<file path="config.mk">
export PLATFORM = sky130hd
export DESIGN_NAME = scan_decoder
export DESIGN_NICKNAME = d
export VERILOG_FILES = /design/src/rtl/scan_decoder.sv
export SDC_FILE = /design/constraint.sdc
export NUM_CORES = 1
export LEC_CHECK = 0
export CAP_MARGIN = 40
export CORE_MARGIN = 5
export CORE_UTILIZATION = 56
export DETAILED_ROUTE_END_ITERATION = 8
export PLACE_DENSITY = 0.83
export SETUP_SLACK_MARGIN = 0.1
export SKIP_CTS_REPAIR_TIMING = 1
export SYNTH_ARGS = -nofsm -noshare
export SYNTH_HDL_FRONTEND = slang
export SYNTH_SLANG_ARGS = --single-unit
</file>
<file path="constraint.sdc">
create_clock -name clk -period 3.29 [get_ports clk]
set_input_delay 0.4935 -clock clk [delete_from_list [all_inputs] [get_ports clk]]
set_output_delay 0.4935 -clock clk [all_outputs]
set_load 0.01 [all_outputs]
</file>
<file path="src/rtl/scan_decoder.sv">
`default_nettype none
// +----------------------------------------------------------------------------+
// | Module      : scan_decoder                                                 |
// | Description : Clocked active-low 1-of-N select driver. Auto mode scans the |
// |               selects 0..last_sel at CLK_DIV cycles per slot. Manual mode  |
// |               holds a loaded address. Every select change is preceded by   |
// |               BLANK_CYC all-ones cycles so the driven bank does not ghost. |
// | Revision    : 1.0 - initial release                                        |
// +----------------------------------------------------------------------------+
module scan_decoder #(
    parameter int SEL_W     = 3,
    parameter int CLK_DIV   = 1000,
    parameter int BLANK_CYC = 4
) (
    input  logic                  clk,
    input  logic                  rst,
    input  logic [2:0]            en,
    input  logic                  mode,
    input  logic [SEL_W-1:0]      addr_in,
    input  logic                  load,
    input  logic [SEL_W-1:0]      last_sel,
    output logic [(2**SEL_W)-1:0] out,
    output logic [SEL_W-1:0]      cur_sel,
    output logic                  slot_tick
);

    localparam int                 c_num_out  = 2**SEL_W;
    localparam int                 c_cnt_w    = (CLK_DIV > 1) ? $clog2(CLK_DIV) : 1;
    localparam logic [c_cnt_w-1:0] c_cnt_last = c_cnt_w'(CLK_DIV - 1);
    localparam logic [c_cnt_w-1:0] c_blank    = c_cnt_w'(BLANK_CYC);
    localparam logic [2:0]         c_en_code  = 3'b100;

    logic [SEL_W-1:0]     r_sel;
    logic [c_cnt_w-1:0]   r_cnt;
    logic                 r_en_q;
    logic                 r_auto_q;
    logic                 r_tick;
    logic [c_num_out-1:0] r_out;

    logic                 w_enabled;
    logic [SEL_W-1:0]     w_sel_nxt;
    logic [SEL_W-1:0]     w_sel_adv;
    logic [SEL_W-1:0]     w_sel_inv;
    logic [c_cnt_w-1:0]   w_cnt_nxt;
    logic                 w_en_q_nxt;
    logic                 w_auto_nxt;
    logic                 w_tick_nxt;
    logic [c_num_out-1:0] w_dec;
    logic [c_num_out-1:0] w_out_nxt;

    assign w_enabled = (en == c_en_code);

    // Wrap to 0 once sel reaches or passes last_sel, so lowering last_sel mid-scan recovers
    assign w_sel_adv = (r_sel >= last_sel) ? '0 : r_sel + 1'b1;

    // Next-state selection, highest priority first: disable, enable edge, auto, manual
    always_comb begin
        w_sel_nxt  = r_sel;
        w_cnt_nxt  = r_cnt;
        w_en_q_nxt = 1'b1;
        w_auto_nxt = mode;
        w_tick_nxt = 1'b0;
        if (!w_enabled) begin
            w_sel_nxt  = '0;
            w_cnt_nxt  = '0;
            w_en_q_nxt = 1'b0;
            w_auto_nxt = 1'b0;
        end else if (!r_en_q) begin
            w_sel_nxt = '0;
            w_cnt_nxt = '0;
        end else if (mode) begin
            if (!r_auto_q) begin
                // first auto cycle after manual: restart the slot timer, keep sel
                w_cnt_nxt = '0;
            end else if (r_cnt == c_cnt_last) begin
                w_cnt_nxt  = '0;
                w_tick_nxt = 1'b1;
                w_sel_nxt  = w_sel_adv;
            end else begin
                w_cnt_nxt = r_cnt + 1'b1;
            end
        end else begin
            if (load) begin
                w_sel_nxt = addr_in;
                w_cnt_nxt = '0;
            end else if (r_cnt < c_blank) begin
                // saturate at the blank length; a larger count left by auto mode holds
                w_cnt_nxt = r_cnt + 1'b1;
            end
        end
    end

    // Output decode from the post-edge state: bit (NUM_OUT-1-sel) == bit ~sel goes low
    always_comb begin
        w_sel_inv        = ~w_sel_nxt;
        w_dec            = '1;
        w_dec[w_sel_inv] = 1'b0;
        w_out_nxt        = w_dec;
        if (!w_enabled || (w_cnt_nxt < c_blank)) begin
            w_out_nxt = '1;
        end
    end

    // State and registered outputs, asynchronously forced to the idle state by rst
    always_ff @(posedge clk or posedge rst) begin
        if (rst) begin
            r_sel    <= '0;
            r_cnt    <= '0;
            r_en_q   <= 1'b0;
            r_auto_q <= 1'b0;
            r_tick   <= 1'b0;
            r_out    <= '1;
        end else begin
            r_sel    <= w_sel_nxt;
            r_cnt    <= w_cnt_nxt;
            r_en_q   <= w_en_q_nxt;
            r_auto_q <= w_auto_nxt;
            r_tick   <= w_tick_nxt;
            r_out    <= w_out_nxt;
        end
    end

    assign out       = r_out;
    assign cur_sel   = r_sel;
    assign slot_tick = r_tick;

endmodule
`default_nettype wire

</file>
==> results.tsv, run 1 <==
stage	metric	value	unit
clock_tree	clock-pin slew on the worst setup and hold paths	0.14	ns
yosys	Post-synth EDFFs	0	
die	die width	61.6	um
yosys	mux share of post-synthesis cell area	0.0429	
yosys	main area contributors after synthesis	dfrtp_1, dfstp_2, nand3_1, nor2_1, ha_1	
finish	Layout Cells excl Fill	212	
worst_setup_path	Max FO, Critical Path	6	
clock_tree	Worst-Skew Late Latency	0.32	ns
sta	final worst path period need	2.18	ns
sta	period utilisation layout	0.662	
global_routing	total grt overflow	0	
clock_tree	CTS root buffer	clkbuf_4	
yosys	Adder-Cell Fraction of Synth Area	0.0420	
placement	placed cells	208	
worst_setup_path	critical path capture point type	flip-flop	
finish	# nets final	201	
die	num ports	25	
clock_tree	CTS tree	built	
worst_setup_path	worst r2r path cells	8	
global_routing	antenna violations before repair	0	
yosys	top_reg_cell synth	dfrtp_1	
sta	slew at the pin with the worst max-slew slack	0.545	ns
sta	Max Slew Vio Count	0	
drt	vias per cell	6.32	
yosys	commonest cells in the netlist	nor2_1, dfrtp_1, nand3_1	
yosys	cell area after synthesis	1490	um2
worst_setup_path	CP Launch Type	input port	
placement	dpl hpwl	2.63	mm
yosys	Yosys reg bits	24	
pwr	Max VDD drop	0.261	mV
yosys	Ys Warns	0	
drt	WL per Instance	16.6	um
global_routing	first-pass GRT wire length	5.93	mm
finish	share of layout cells above drive strength 1	0.148	
sta	setup ws final	1.11	ns
die	DIE AREA	3790	um2
sta	final hold viol count	0	
pwr	LEAKAGE	0.000762	uW
drt	WL final	3.52	mm
global_routing	largest net degree at the start of global routing	20	
yosys	post-synthesis simple-gate area fraction	0.254	
yosys	post-synthesis compound-gate area fraction	0.181	
drt	initial DRC count	71	
sta	unrepaired setup endpoints after global routing	no	
clock_tree	H-tree depth	1	
clock_tree	CTS Buffer Depth	2	
yosys	post-synthesis sequential area ratio	0.410	
die	initial core utilization	0.596	
sta	Setup TNS Final	0	ns
sta	max_slew headroom	0.634	
worst_hold_path	hold crit path type	input port to asynchronous set/reset pin	
worst_setup_path	arrival time at the worst endpoint	2.44	ns
clock_tree	CTS Buf Count	3	
yosys	synth unique cells	50	
die	Die H	61.6	um
sta	skew final	0.00269	ns
flow_run	max_cap viols	0	
placement	Setup WS pre-CTS	0.779	ns
sta	hold slack	0.409	ns
placement	GPL Wtd Cong	0.925	
yosys	ys async rst share	1.00	
yosys	area leader, netlist	dfrtp_1	
die	Core Area	2500	um2
yosys	largest family of logic cells by synthesized area	simple AND/OR/NAND/NOR gates	
finish	Area growth syn-to-layout	22.7	%
global_routing	vias in the first global route	1325	
placement	IO Port Bufs	24	
finish	fillers	181	
yosys	most frequent cell after synthesis	nor2_1	
worst_setup_path	WS Path Type	input port to flip-flop	
yosys	synthesized area per cell	9.42	um2
yosys	Cells after Synth	158	
pwr	Power Density	308	nW/um2
yosys	post-synth top area share	0.269	
clock_tree	clock sink total	24	
yosys	Mapped Nets	176	
yosys	Synth Area in XOR/XNOR	0.0294	
finish	antenna cells	0	
drt	DR DRC count	0	
status	status	finished clean	
sta	FMAX	459	MHz
drt	routed vias	1339	
die	Std-Cell Rows	18	
drt	Final ANT Viol Nets	0	
global_routing	Total GRT Usage	0.209	
worst_setup_path	Worst EP required	3.55	ns
drt	drt pass-1 iters	4	
sta	final setup fails	0	
state kept, by name (all words and copies together), names as in the netlist:
name and cells:
slot_tick 1, cur_sel 3, r_cnt 10, r_en_q 1
r_auto_q 1, out 8
cell type report:
class / instances / area [um2] / area share
timing repair buffer: 26 / 275 / 0.151
multi-input combinational: 119 / 817 / 0.447
inverter: 9 / 33.8 / 0.0185
clock buffer: 3 / 22.5 / 0.0123
clock inverter: 1 / 30.0 / 0.0164
sequential: 24 / 611 / 0.334
tap: 30 / 37.5 / 0.0205
final timing paths:
check | from | to | slack (ns)
max | last_sel[0] | out[1] | 1.11
min | rst | r_cnt[5] | 0.41
max reg2reg | cur_sel[0] | out[1] | 1.13
min reg2reg | r_cnt[0] | r_cnt[0] | 0.56
max in group asynchronous | rst | out[7] | 2.40
min in group clk | r_cnt[0] | r_cnt[0] | 0.56
metrics by stage:
step | total power, uW | instance area [um2] | utilization
finish | 562 | 1830 | 0.731
detailed placement | 350 | 1770 | 0.710
CTS | 565 | 1830 | 0.731
floorplan | 325 | 1490 | -
global route | 584 | 1830 | 0.731
global placement | 344 | 1750 | 0.699
worst max-delay path, stage by stage:
cell	delay, ns
clkdlybuf4s50_1	0.41
ha_1	0.29
nand2b_1	0.15
a21o_1	0.22
a211oi_2	0.39
a21oi_1	0.18
o2bb2ai_1	0.21
nand3_1	0.09
cells by family after synthesis:
| family | count (synthesis) |
|---|---|
| multiplexers | 6 |
| XOR/XNOR | 5 |
| AO/OA/AOI/OAI | 38 |
| AND/OR/NAND/NOR | 65 |
| adder cells (fa/ha/maj) | 5 |
| buffers and inverters | 15 |
| flip-flops | 24 |
power by group:
| group | leakage (uW) | switching, uW | total, uW | internal [uW] |
|---|---|---|---|---|
| logic | 0.000427 | 22.4 | 47.6 | 25.3 |
| registers | 0.000307 | 0.970 | 298 | 297 |
| clock network | 0.0000279 | 93.7 | 217 | 123 |
| total | 0.000762 | 117 | 562 | 445 |
cells in the final DEF, fill, tap and decap left out, types with 3 or more instances in the layout:
master            n
o21ai_0           7
a21oi_1           8
xnor2_1           3
mux2_2            3
nand3_1          13
clkdlybuf4s50_1  24
nor3_1            5
dfstp_2           8
nor2_1           17
ha_1              5
dfrtp_1          16
clkbuf_4          3
and2_1            3
inv_1             9
nand2_1           8
mux2i_1           3
per-layer routing:
layer,GRT usage,up-vias,routed length [um]
li1,-,632,-
met2,0.365,49,1790
met4,0.0939,0,118
met5,0,-,0
met3,0.0314,14,177
met1,0.252,644,1440
No activity file was read; power rests on OpenSTA's default activity.
==> run 2, diff against run 1 <==
- CORE_UTILIZATION: 56 -> 52
- PLACE_DENSITY: 0.83 -> 0.78
- clock period: 3.29 -> 2.05 ns (I/O delays scaled with it)
==> results.tsv, run 2 (same netlist as run 1, synthesis figures left out) <==
stage	metric	value	unit	change
worst_setup_path	CP Launch Type	flip-flop		
die	num ports	25		unchanged
global_routing	met2 GRT Util	0.346		-0.0183
sta	FMAX	520	MHz	
worst_setup_path	critical path capture point type	flip-flop		
worst_setup_path	most used cell, CP	buf_4		
drt	drt pass-1 iters	4		unchanged
clock_tree	CTS tree	built		
finish	fillers	186		+2.8%
worst_setup_path	arrival time at the worst endpoint	2.19	ns	-0.25 ns
worst_setup_path	worst path cell trace	buf_4, nand4_2, buf_4, o31ai_1, o21ai_0, a211o_1, a211o_4, nand3_1		
clock_tree	H-tree depth	1		unchanged
placement	dpl hpwl	2.88	mm	+9.3%
sta	final hold viol count	0		unchanged
sta	hold slack	0.269	ns	-0.140 ns
sta	Max Slew Vio Count	0		unchanged
worst_setup_path	CP max-delay cell	dfrtp_1		
finish	share of layout cells above drive strength 1	0.343		+0.195
sta	slew at the pin with the worst max-slew slack	0.672	ns	+0.127 ns
placement	Setup WS pre-CTS	-0.203	ns	-0.982 ns
drt	DR DRC count	0		unchanged
worst_setup_path	Max FO, Critical Path	8		+2
global_routing	first-pass GRT wire length	6.59	mm	+11%
global_routing	GR Util met3	0.0409		+0.00941
finish	antenna cells	0		unchanged
finish	# nets final	229		+14%
worst_setup_path	CP startpoint	r_cnt[0]		
drt	Final ANT Viol Nets	0		unchanged
worst_setup_path	max incr delay on CP	0.45	ns	+0.04 ns
placement	GPL Wtd Cong	0.869		-6.0%
worst_setup_path	WS Path Type	flip-flop to flip-flop		
global_routing	largest net degree at the start of global routing	15		-25%
clock_tree	CTS Buf Count	3		unchanged
global_routing	vias in the first global route	1426		+7.6%
die	Std-Cell Rows	19		+1
finish	Area growth syn-to-layout	40.7	%	
sta	period utilisation layout	0.938		
clock_tree	CTS Buffer Depth	2		unchanged
finish	Largest Register	r_cnt		
pwr	LEAKAGE	0.000889	uW	+17%
global_routing	met1 usage	0.244		-0.00808
clock_tree	clock-pin slew on the worst setup and hold paths	0.14	ns	about the same
global_routing	Total GRT Usage	0.202		-0.00714
pwr	Max VDD drop	0.532	mV	+100%
sta	final worst path period need	1.92	ns	
worst_hold_path	hold crit path type	input port to asynchronous set/reset pin		
flow_run	max_cap viols	0		unchanged
sta	setup ws final	0.127	ns	-0.986 ns
global_routing	busiest grt layer	met2		
drt	WL per Instance	17.0	um	+2.1%
finish	most frequent cells in the layout	buf_4, clkdlybuf4s50_1, nor2_1, nand3_1, dfrtp_1		
drt	routed vias	1478		+10%
placement	IO Port Bufs	24		unchanged
sta	skew final	0.00646	ns	+0.00376 ns
sta	max_slew headroom	0.550		-0.0836
clock_tree	clock sink total	24		unchanged
global_routing	total grt overflow	0		unchanged
drt	WL final	4.09	mm	+16%
sta	final setup fails	0		unchanged
finish	Largest register FFs	10		unchanged
sta	unrepaired setup endpoints after global routing	no		
global_routing	antenna violations before repair	0		unchanged
clock_tree	CTS root buffer	clkbuf_4		
clock_tree	Worst-Skew Late Latency	0.32	ns	about the same
die	Core Area	2760	um2	+10%
worst_setup_path	Worst EP required	2.32	ns	-1.23 ns
die	DIE AREA	4030	um2	+6.4%
drt	initial DRC count	155		+120%
pwr	Power Density	438	nW/um2	+43%
die	die width	63.5	um	+3.2%
status	status	finished clean		
drt	vias per cell	6.13		-2.9%
die	initial core utilization	0.540		-0.0557
die	Die H	63.5	um	+3.2%
finish	commonest non-fill, non-tap cell in the layout	buf_4		
worst_setup_path	R2R Path Start	r_cnt[0]		
## run 2: cell count changes in the layout (fill, tap and decap cells not counted), moves of 2 or more
cell	change
ha_1	-2
dfrtp_1	-5
inv_1	-2
buf_4	+29
dfrtp_2	+5
ha_4	+2
inv_2	+2
## run 2: critical path, delay by kind of cell, from the launching register on
family | cells | cell delay (ns)
AND/OR/NAND/NOR | 2 | 0.24
flip-flops | 1 | 0.45
AO/OA/AOI/OAI | 4 | 0.83
buffers and inverters | 2 | 0.33
## run 2: power by group
group          total [uW]  switching, uW  internal, uW  leakage [uW]
clock                 349            152           198     0.0000279
sequential            478           1.69           476      0.000299
combinational        91.4           41.7          49.7      0.000563
## run 2: final timing paths
kind,cells past startpoint,slack (ns),to
worst min register to register,1,0.58,r_cnt[0]
min in group clk,1,0.58,r_cnt[0]
worst max register to register,8,0.13,out[4]
max in group asynchronous,3,1.22,r_cnt[6]
worst max-delay path,8,0.13,out[4]
worst min-delay path,2,0.27,cur_sel[1]
## run 2: layer usage
metal,up-vias,part of all wire
li1,680,-
met1,721,0.40
met2,59,0.53
met3,18,0.049
met4,0,0.028
met5,-,0
## run 2: layout make-up
class / instances / area, um2 / area share
clock inverters: 1 / 30.0 / 0.0143
clock buffers: 3 / 22.5 / 0.0108
well taps: 31 / 38.8 / 0.0185
inverters: 9 / 33.8 / 0.0161
multi-input cells: 119 / 887 / 0.424
repair buffers: 54 / 465 / 0.222
flip-flops and latches: 24 / 617 / 0.295
## run 2: stage by stage
step / total power, uW / util / instances / instance area (um2) / TNS [ns]
detailed placement: 569 / 0.705 / 234 / 1940 / -1.32
global route: 968 / 0.760 / 241 / 2090 / 0
CTS: 924 / 0.724 / 238 / 2000 / -0.00681
global placement: 566 / 0.705 / 234 / 1940 / -1.08
floorplan: 521 / - / 158 / 1490 / 0
finish: 918 / 0.760 / 241 / 2090 / 0
